<file path="src/rtl/unidade_es.sv">
// CPU-side I/O unit: switch-read IN path with button confirm, and a 4-deep OUT FIFO to the display.
// pausa, saidaValida and saidaDado are combinational decodes of registered state.
module unidade_es (
  input  logic        clock,
  input  logic        resetn,
  input  logic        lerEntrada,
  input  logic        escreverOut,
  input  logic [31:0] dadoOut,
  output logic [31:0] dadoEntrada,
  output logic        pausa,
  input  logic [15:0] chaves,
  input  logic        botao,
  output logic        saidaValida,
  output logic [31:0] saidaDado,
  input  logic        saidaPronta
);

  localparam int unsigned DataW  = 32;
  localparam int unsigned SwW    = 16;
  localparam int unsigned Depth  = 4;
  localparam int unsigned PtrW   = 2;
  localparam int unsigned CountW = 3;

  typedef enum logic [1:0] {
    OCIOSO  = 2'd0,
    ESPERA  = 2'd1,
    ENTREGA = 2'd2
  } estado_t;

  estado_t estado;

  logic botaoS1;
  logic botaoS2;
  logic botaoAnt;
  logic confirma;

  logic [DataW-1:0]  mem [Depth];
  logic [PtrW-1:0]   wrPtr;
  logic [PtrW-1:0]   rdPtr;
  logic [CountW-1:0] count;
  logic              cheio;
  logic              push;
  logic              pop;

  // Button: two-flop synchronizer, then a registered rising-edge pulse.
  always_ff @(posedge clock or negedge resetn) begin
    if (!resetn) begin
      botaoS1  <= 1'b0;
      botaoS2  <= 1'b0;
      botaoAnt <= 1'b0;
      confirma <= 1'b0;
    end else begin
      botaoS1  <= botao;
      botaoS2  <= botaoS1;
      botaoAnt <= botaoS2;
      confirma <= botaoS2 & ~botaoAnt;
    end
  end

  // IN handshake: wait for a confirm press, capture the switches, release the CPU for one cycle.
  always_ff @(posedge clock or negedge resetn) begin
    if (!resetn) begin
      estado      <= OCIOSO;
      dadoEntrada <= '0;
    end else begin
      case (estado)
        OCIOSO: begin
          if (lerEntrada) estado <= ESPERA;
        end
        ESPERA: begin
          if (confirma) begin
            estado      <= ENTREGA;
            dadoEntrada <= {{(DataW - SwW){1'b0}}, chaves};
          end
        end
        ENTREGA: estado <= OCIOSO;
        default: estado <= OCIOSO;
      endcase
    end
  end

  assign cheio       = (count == CountW'(Depth));
  assign saidaValida = (count != '0);
  assign saidaDado   = mem[rdPtr];
  assign push        = escreverOut & ~cheio;
  assign pop         = saidaValida & saidaPronta;

  // A full FIFO rejects the push even when a pop frees a slot in the same cycle.
  always_ff @(posedge clock or negedge resetn) begin
    if (!resetn) begin
      wrPtr <= '0;
      rdPtr <= '0;
      count <= '0;
    end else begin
      if (push) wrPtr <= wrPtr + PtrW'(1);
      if (pop)  rdPtr <= rdPtr + PtrW'(1);
      case ({push, pop})
        2'b10:   count <= count + CountW'(1);
        2'b01:   count <= count - CountW'(1);
        default: count <= count;
      endcase
    end
  end

  always_ff @(posedge clock) begin
    if (push) mem[wrPtr] <= dadoOut;
  end

  assign pausa = (estado == ESPERA) | ((estado == OCIOSO) & lerEntrada) | (escreverOut & cheio);

endmodule

</file>
<file path="config.mk">
export PLATFORM = sky130hd
export DESIGN_NAME = unidade_es
export DESIGN_NICKNAME = d
export VERILOG_FILES = /design/src/rtl/unidade_es.sv
export SDC_FILE = /design/constraint.sdc
export NUM_CORES = 1
export LEC_CHECK = 0
export BUFFER_PORTS_ARGS = -buffer_cell sky130_fd_sc_hd__buf_2
export CORE_ASPECT_RATIO = 0.8
export CORE_MARGIN = 1
export CORE_UTILIZATION = 25
export CTS_CLUSTER_DIAMETER = 60
export CTS_CLUSTER_SIZE = 20
export DETAILED_ROUTE_END_ITERATION = 10
export PLACE_DENSITY = 0.55
export SLEW_MARGIN = 5
export SYNTH_ARGS = -nofsm -noshare
export SYNTH_HDL_FRONTEND = slang
export SYNTH_SLANG_ARGS = --single-unit
export TNS_END_PERCENT = 50
</file>
<file path="constraint.sdc">
create_clock -name clock -period 5.46 [get_ports clock]
set_input_delay 1.092 -clock clock [delete_from_list [all_inputs] [get_ports clock]]
set_output_delay 1.092 -clock clock [all_outputs]
set_load 0.02 [all_outputs]
</file>
==> flow_metrics.py, run 1 <==
metrics = {
    "sta": {
        "finalCritPeriodShare_pct": 61.3,
        "drv_slew": 0,
        "rsz0062_at_grt": "false",
        "hold_viol_final": 0,
        "setup_tns_ns": 0,
        "worst_slack_ns": 2.11,
        "finalSetupViolCount": 0,
        "layout_min_cycle_time_ns": 3.35,
        "fmaxAchievable_ghz": 0.299,
        "worst_slew_pin_slew_ns": 1.01,
        "relSlewSlack_pct": 32.7,
        "finalClockSkew_ns": 0.00702,
    },
    "clocking": {
        "h-tree-depth": 4,
        "post_cts_buffers": 0,
        "clock_path_buffers": 2,
        "clk_pin_slew_worst_paths_ns": 0.07,
        "insertion_delay_ns": 0.42,
        "cts.sinks": 157,
        "cts_buffers": 17,
        "cts_resized": 0,
        "cts.hold.buffers_added": 0,
        "ctsRootBufferMaster": "clkbuf_16",
        "cts_tree": "done",
    },
    "detailed_routing": {
        "avgViaCountPerCell": 3.95,
        "vias": 2796,
        "firstDrtPassIters": 4,
        "wirelength_mm": 11.2,
        "wl_per_cell_um": 15.8,
        "detail-route-antenna-nets": 0,
        "drc": 0,
        "drt-initial-drc-count": 159,
    },
    "worst_hold_path": {
        "hold_path_depth": 0,
        "hp-start": "botaoS1",
        "worstHoldEndpoint": "botaoS2",
        "min_path_type": "reg2reg",
    },
    "setup_path": {
        "r2r-end": "mem[2][6]",
        "crit_start": "rdPtr[0]",
        "crit_chain": "buf_4 > mux4_1 > buf_2",
        "cp-end-kind": "output port",
        "cpPeakStageDelay_ns": 0.64,
        "worst_path_max_delay_cell": "mux4_1",
        "path_delay_family": "buffers and inverters",
        "r2r_slack_ns": 3.36,
        "cp_max_fo": 28,
        "critPathKind": "reg2out",
        "crit_required_ns": 4.37,
        "crit_buf_inv": 2,
        "r2r_start": "count[0]",
        "arrival_ns": 2.26,
        "worstSetupStartpointType": "flop",
        "ff2ff_path_depth": 3,
    },
    "power": {
        "leakagePower_uw": 0.00269,
        "pwr-share-seq_pct": 42.9,
        "switching_share_pct": 32.8,
        "p_int_uw": 2710,
        "clockPowerShare_pct": 28.4,
        "pwr-share-comb_pct": 28.8,
        "ir_drop_mv": 0.225,
        "p_per_area_nw_per_um2": 550,
        "switchingPower_uw": 1330,
    },
    "layout": {
        "syn_to_final_growth_pct": 22.3,
        "drive_gt1_share_pct": 47.7,
        "fin_nets": 441,
        "layout_commonest_cell": "edfxtp_1",
        "fillCellCount": 2297,
        "layout_common_cells": "edfxtp_1 (128), buf_2 (103), mux4_2 (28)",
    },
    "synthesis": {
        "netlist_area_um2": 6000,
        "seq_area_frac_synth_pct": 76.1,
        "synth_cell_types": 28,
        "yosysWarnings": 0,
        "synth.avg_cell_area_um2": 22.4,
        "netlist_instances": 268,
        "synth-seq-cells": 157,
    },
    "placement": {
        "place_congestion": 0.648,
        "portBuffers": 103,
        "post-dp-hpwl_mm": 6.82,
        "dp_slack_ns": 2.47,
    },
    "die": {
        "num_rows": 50,
        "die_w_um": 175,
        "coreArea_um2": 23500,
        "die-height_um": 141,
        "start_util_pct": 25.6,
        "die-area_um2": 24600,
        "ioPinCount": 120,
    },
    "global_route": {
        "grt_pass1_vias": 3070,
        "antenna_found_initial": 1,
        "grt_max_degree": 34,
        "grt_overflow": 0,
        "grtUsageTotal_pct": 9.65,
        "grt_pass1_wl_mm": 17.2,
    },
    "status": {
        "outcome": "complete, no violations",
    },
    "job": {
        "cap_violations": 0,
    },
}
## synth_stat cells
master / number / area, um^2
edfxtp_1: 128 / 3840
dfrtp_1: 29 / 726
mux4_2: 28 / 631
mux2_2: 17 / 191
buf_4: 16 / 120
inv_1: 7 / 26.3
ha_1: 5 / 62.6
and2_1: 4 / 25.0
mux4_1: 4 / 105
buf_12: 3 / 60.1
buf_2: 3 / 15.0
nor2_1: 3 / 11.3
xnor2_1: 3 / 26.3
xor2_1: 3 / 26.3
buf_6: 2 / 22.5
a211oi_1: 1 / 7.51
a21boi_2: 1 / 11.3
clkbuf_1: 1 / 3.75
conb_1: 1 / 3.75
fa_1: 1 / 20.0
mux2i_1: 1 / 10.0
nand2_1: 1 / 3.75
nand3_1: 1 / 5.00
nand3b_4: 1 / 20.0
nor2b_1: 1 / 6.26
o21ai_0: 1 / 5.00
o31a_1: 1 / 8.76
or3_1: 1 / 6.26
## how the worst max path moves through the flow
stage	endpoint	slack [ns]	cells after the start
floorplan	pausa	2.76	2
global route	saidaDado[1]	1.94	3
global placement	saidaDado[1]	2.50	3
detailed placement	saidaDado[1]	2.47	3
finish	saidaDado[1]	2.11	3
CTS	saidaDado[1]	2.01	3
## through the flow
step                utilization, %  hold WS, ns  cells  power, uW  area (um^2)
floorplan                        -        0.331    283       2600         6060
global placement              28.8        0.336    674       2920         6760
detailed placement            28.8        0.336    674       2960         6760
CTS                           31.3        0.352    706       4120         7340
global route                  31.3        0.371    706       4240         7340
finish                        31.3        0.349    707       4040         7340
## sequential cells by signal, indices dropped and copies added (netlist names)
name         cells
mem            128
botaoAnt         1
botaoS1          1
wrPtr            2
botaoS2          1
confirma         1
estado           2
dadoEntrada     16
count            3
rdPtr            2
## power groups by stage
stage | Combinational [uW] | Clock [uW] | Sequential, uW
after global placement | 1170 | 0 | 1750
after CTS | 1200 | 1180 | 1740
after detailed placement | 1200 | 0 | 1760
after global routing | 1250 | 1230 | 1760
final | 1160 | 1150 | 1730
after floorplan | 884 | 0 | 1720
## metal layers
metal  part of all wire (%)  vias up  GRT usage (%)
li1                       -     1260              -
met1                     42     1425           10.7
met5                      0        -              0
met3                    5.8        9           4.07
met4                    1.0        0           3.57
met2                     52      102           16.5
## cells by family (layout without fill, tap and decap cells)
logic type / Yosys count / after routing / share of synthesized area (%)
xor gates and xnor gates: 6 / 6 / 0.876
and+or+nand+nor: 12 / 12 / 1.29
DFF: 157 / 157 / 76.1
AOI/OAI and AO/OA: 4 / 4 / 0.542
adders and majority gates: 6 / 6 / 1.38
muxes: 50 / 50 / 15.6
buffers and inverters: 32 / 143 / 4.13
other: 1 / 17 / 0.0625
## area by class of cell
class	instances	area (um^2)	area share, %
Sequential cell	157	4570	62.3
Multi-Input combinational cell	94	1250	17.0
Timing Repair Buffer	104	523	7.12
Clock buffer	17	425	5.80
Tap cell	312	390	5.32
Clock inverter	15	154	2.10
Inverter	7	26.3	0.358
Antenna cell	1	2.50	0.0341
Note: power is estimated with default switching activity, not from simulation.
==> inputs of run 2 (changes only) <==
==> constraint.sdc (replaced) <==
create_clock -name clock -period 3.5 [get_ports clock]
set_input_delay 0.7 -clock clock [delete_from_list [all_inputs] [get_ports clock]]
set_output_delay 0.7 -clock clock [all_outputs]
set_load 0.02 [all_outputs]
==> run 2 against run 1 <==
Clock skew grew 0.0052 ns; highest routed layer is now met5; sequential power grew 55%; routed wire length shrank 4.3%; clock power grew 55%; core utilization grew 0.11 points; first-iteration DRC count shrank 13%; critical path depth shrank 1; register-to-register slack lost 1.9 ns; largest power group unchanged; total power grew 56%; combinational power grew 59%; cell count grew 0.57%.
==> flow_metrics.py, run 2 (same netlist as run 1, synthesis figures left out) <==
metrics = {
    "status": {
        "outcome": "complete, no violations",
    },
    "setup_path": {
        "r2r_start": "count[0]",
        "crit_chain": "mux4_2 > buf_2",
        "arrival_ns": 1.98,
        "path_delay_family": "flip-flops",
        "worst_path_max_delay_cell": "dfrtp_2",
        "worstSetupStartpointType": "flop",
        "crit_buf_inv": 1,
        "crit_required_ns": 2.80,
        "crit_start": "rdPtr[1]",
        "cp_max_fo": 33,
        "critPathKind": "reg2out",
        "cpPeakStageDelay_ns": 0.93,
        "cp-end-kind": "output port",
    },
    "global_route": {
        "grtUsageTotal_pct": 9.22,
        "grt_max_degree": 34,
        "grt_overflow": 0,
        "grt_pass1_vias": 3001,
        "antenna_found_initial": 2,
        "grt_pass1_wl_mm": 16.7,
    },
    "die": {
        "die_w_um": 175,
        "ioPinCount": 120,
        "die-area_um2": 24600,
        "coreArea_um2": 23500,
        "num_rows": 50,
        "die-height_um": 141,
        "start_util_pct": 25.6,
    },
    "sta": {
        "drv_slew": 0,
        "hold_viol_final": 0,
        "fmaxAchievable_ghz": 0.374,
        "finalClockSkew_ns": 0.0122,
        "layout_min_cycle_time_ns": 2.68,
        "finalCritPeriodShare_pct": 76.5,
        "timing.hold.ws_ns": 0.298,
        "setup_tns_ns": 0,
        "rsz0062_at_grt": "false",
        "relSlewSlack_pct": 37.8,
        "worst_slew_pin_slew_ns": 0.932,
        "finalSetupViolCount": 0,
    },
    "detailed_routing": {
        "firstDrtPassIters": 4,
        "drt-initial-drc-count": 139,
        "detail-route-antenna-nets": 0,
        "drc": 0,
        "vias": 2807,
        "wirelength_mm": 10.7,
        "avgViaCountPerCell": 3.95,
        "wl_per_cell_um": 15.1,
    },
    "power": {
        "ir_drop_mv": 0.347,
        "power.total_uw": 6290,
        "leakagePower_uw": 0.00271,
        "p_per_area_nw_per_um2": 855,
    },
    "layout": {
        "instances_no_fill": 711,
        "layout_commonest_cell": "edfxtp_1",
        "stdcell_area_um2": 7370,
        "fin_nets": 444,
        "regMostFlops": "mem",
        "largest_reg_flops": 128,
        "layout_common_cells": "edfxtp_1 (128), buf_2 (103), mux4_2 (28)",
        "syn_to_final_growth_pct": 22.7,
        "drive_gt1_share_pct": 48.1,
        "reg_top3": "mem: 128 flops, dadoEntrada: 16 flops, count: 3 flops",
    },
    "placement": {
        "post-dp-hpwl_mm": 6.94,
        "place_congestion": 0.680,
        "placed_area_um2": 6780,
        "place_inst": 677,
        "portBuffers": 103,
    },
    "clocking": {
        "h-tree-depth": 4,
        "cts_tree": "done",
        "cts.hold.buffers_added": 0,
        "cts_buffers": 17,
        "ctsRootBufferMaster": "clkbuf_16",
        "cts.sinks": 157,
        "post_cts_buffers": 0,
        "clock_path_buffers": 2,
        "cts_resized": 0,
        "insertion_delay_ns": 0.42,
        "clk_pin_slew_worst_paths_ns": 0.07,
    },
    "job": {
        "cap_violations": 0,
    },
    "worst_hold_path": {
        "min_path_type": "in2async",
    },
}
run 2: layout make-up:
type,instances,area [um^2]
flip-flops and latches,157,4570
fillers,2285,16100
multi-input cells,94,1250
well taps,312,390
inverters,7,26.3
diodes,2,5.00
clock buffers,18,429
clock inverters,14,150
repair buffers,107,546
run 2: worst paths after layout:
kind,cells past startpoint,slack [ns],to
max,2,0.82,saidaDado[10]
min,1,0.30,dadoEntrada[14]
max reg2reg,3,1.46,mem[1][8]
min reg2reg,0,0.35,botaoS2
max in group asynchronous,1,2.74,rdPtr[1]
min in group clock,0,0.35,botaoS2
run 2: through the flow:
| stage | setup slack (ns) | util [%] |
|---|---|---|
| floorplan | 1.32 | - |
| global placement | 1.17 | 28.9 |
| detailed placement | 1.11 | 28.9 |
| CTS | 0.766 | 31.4 |
| global route | 0.686 | 31.4 |
| finish | 0.823 | 31.4 |
run 2: power by group:
group | switching, uW | internal (uW)
Sequential | 208 | 2470
Combinational | 1060 | 773
Clock | 773 | 1010
Total | 2040 | 4250
run 2: metal layers:
layer	vias up	GRT usage (%)	part of all wire, %
li1	1277	-	-
met5	-	0	0.093
met3	13	3.86	7.7
met4	2	3.98	1.3
met2	110	13.7	46
met1	1405	11.8	45
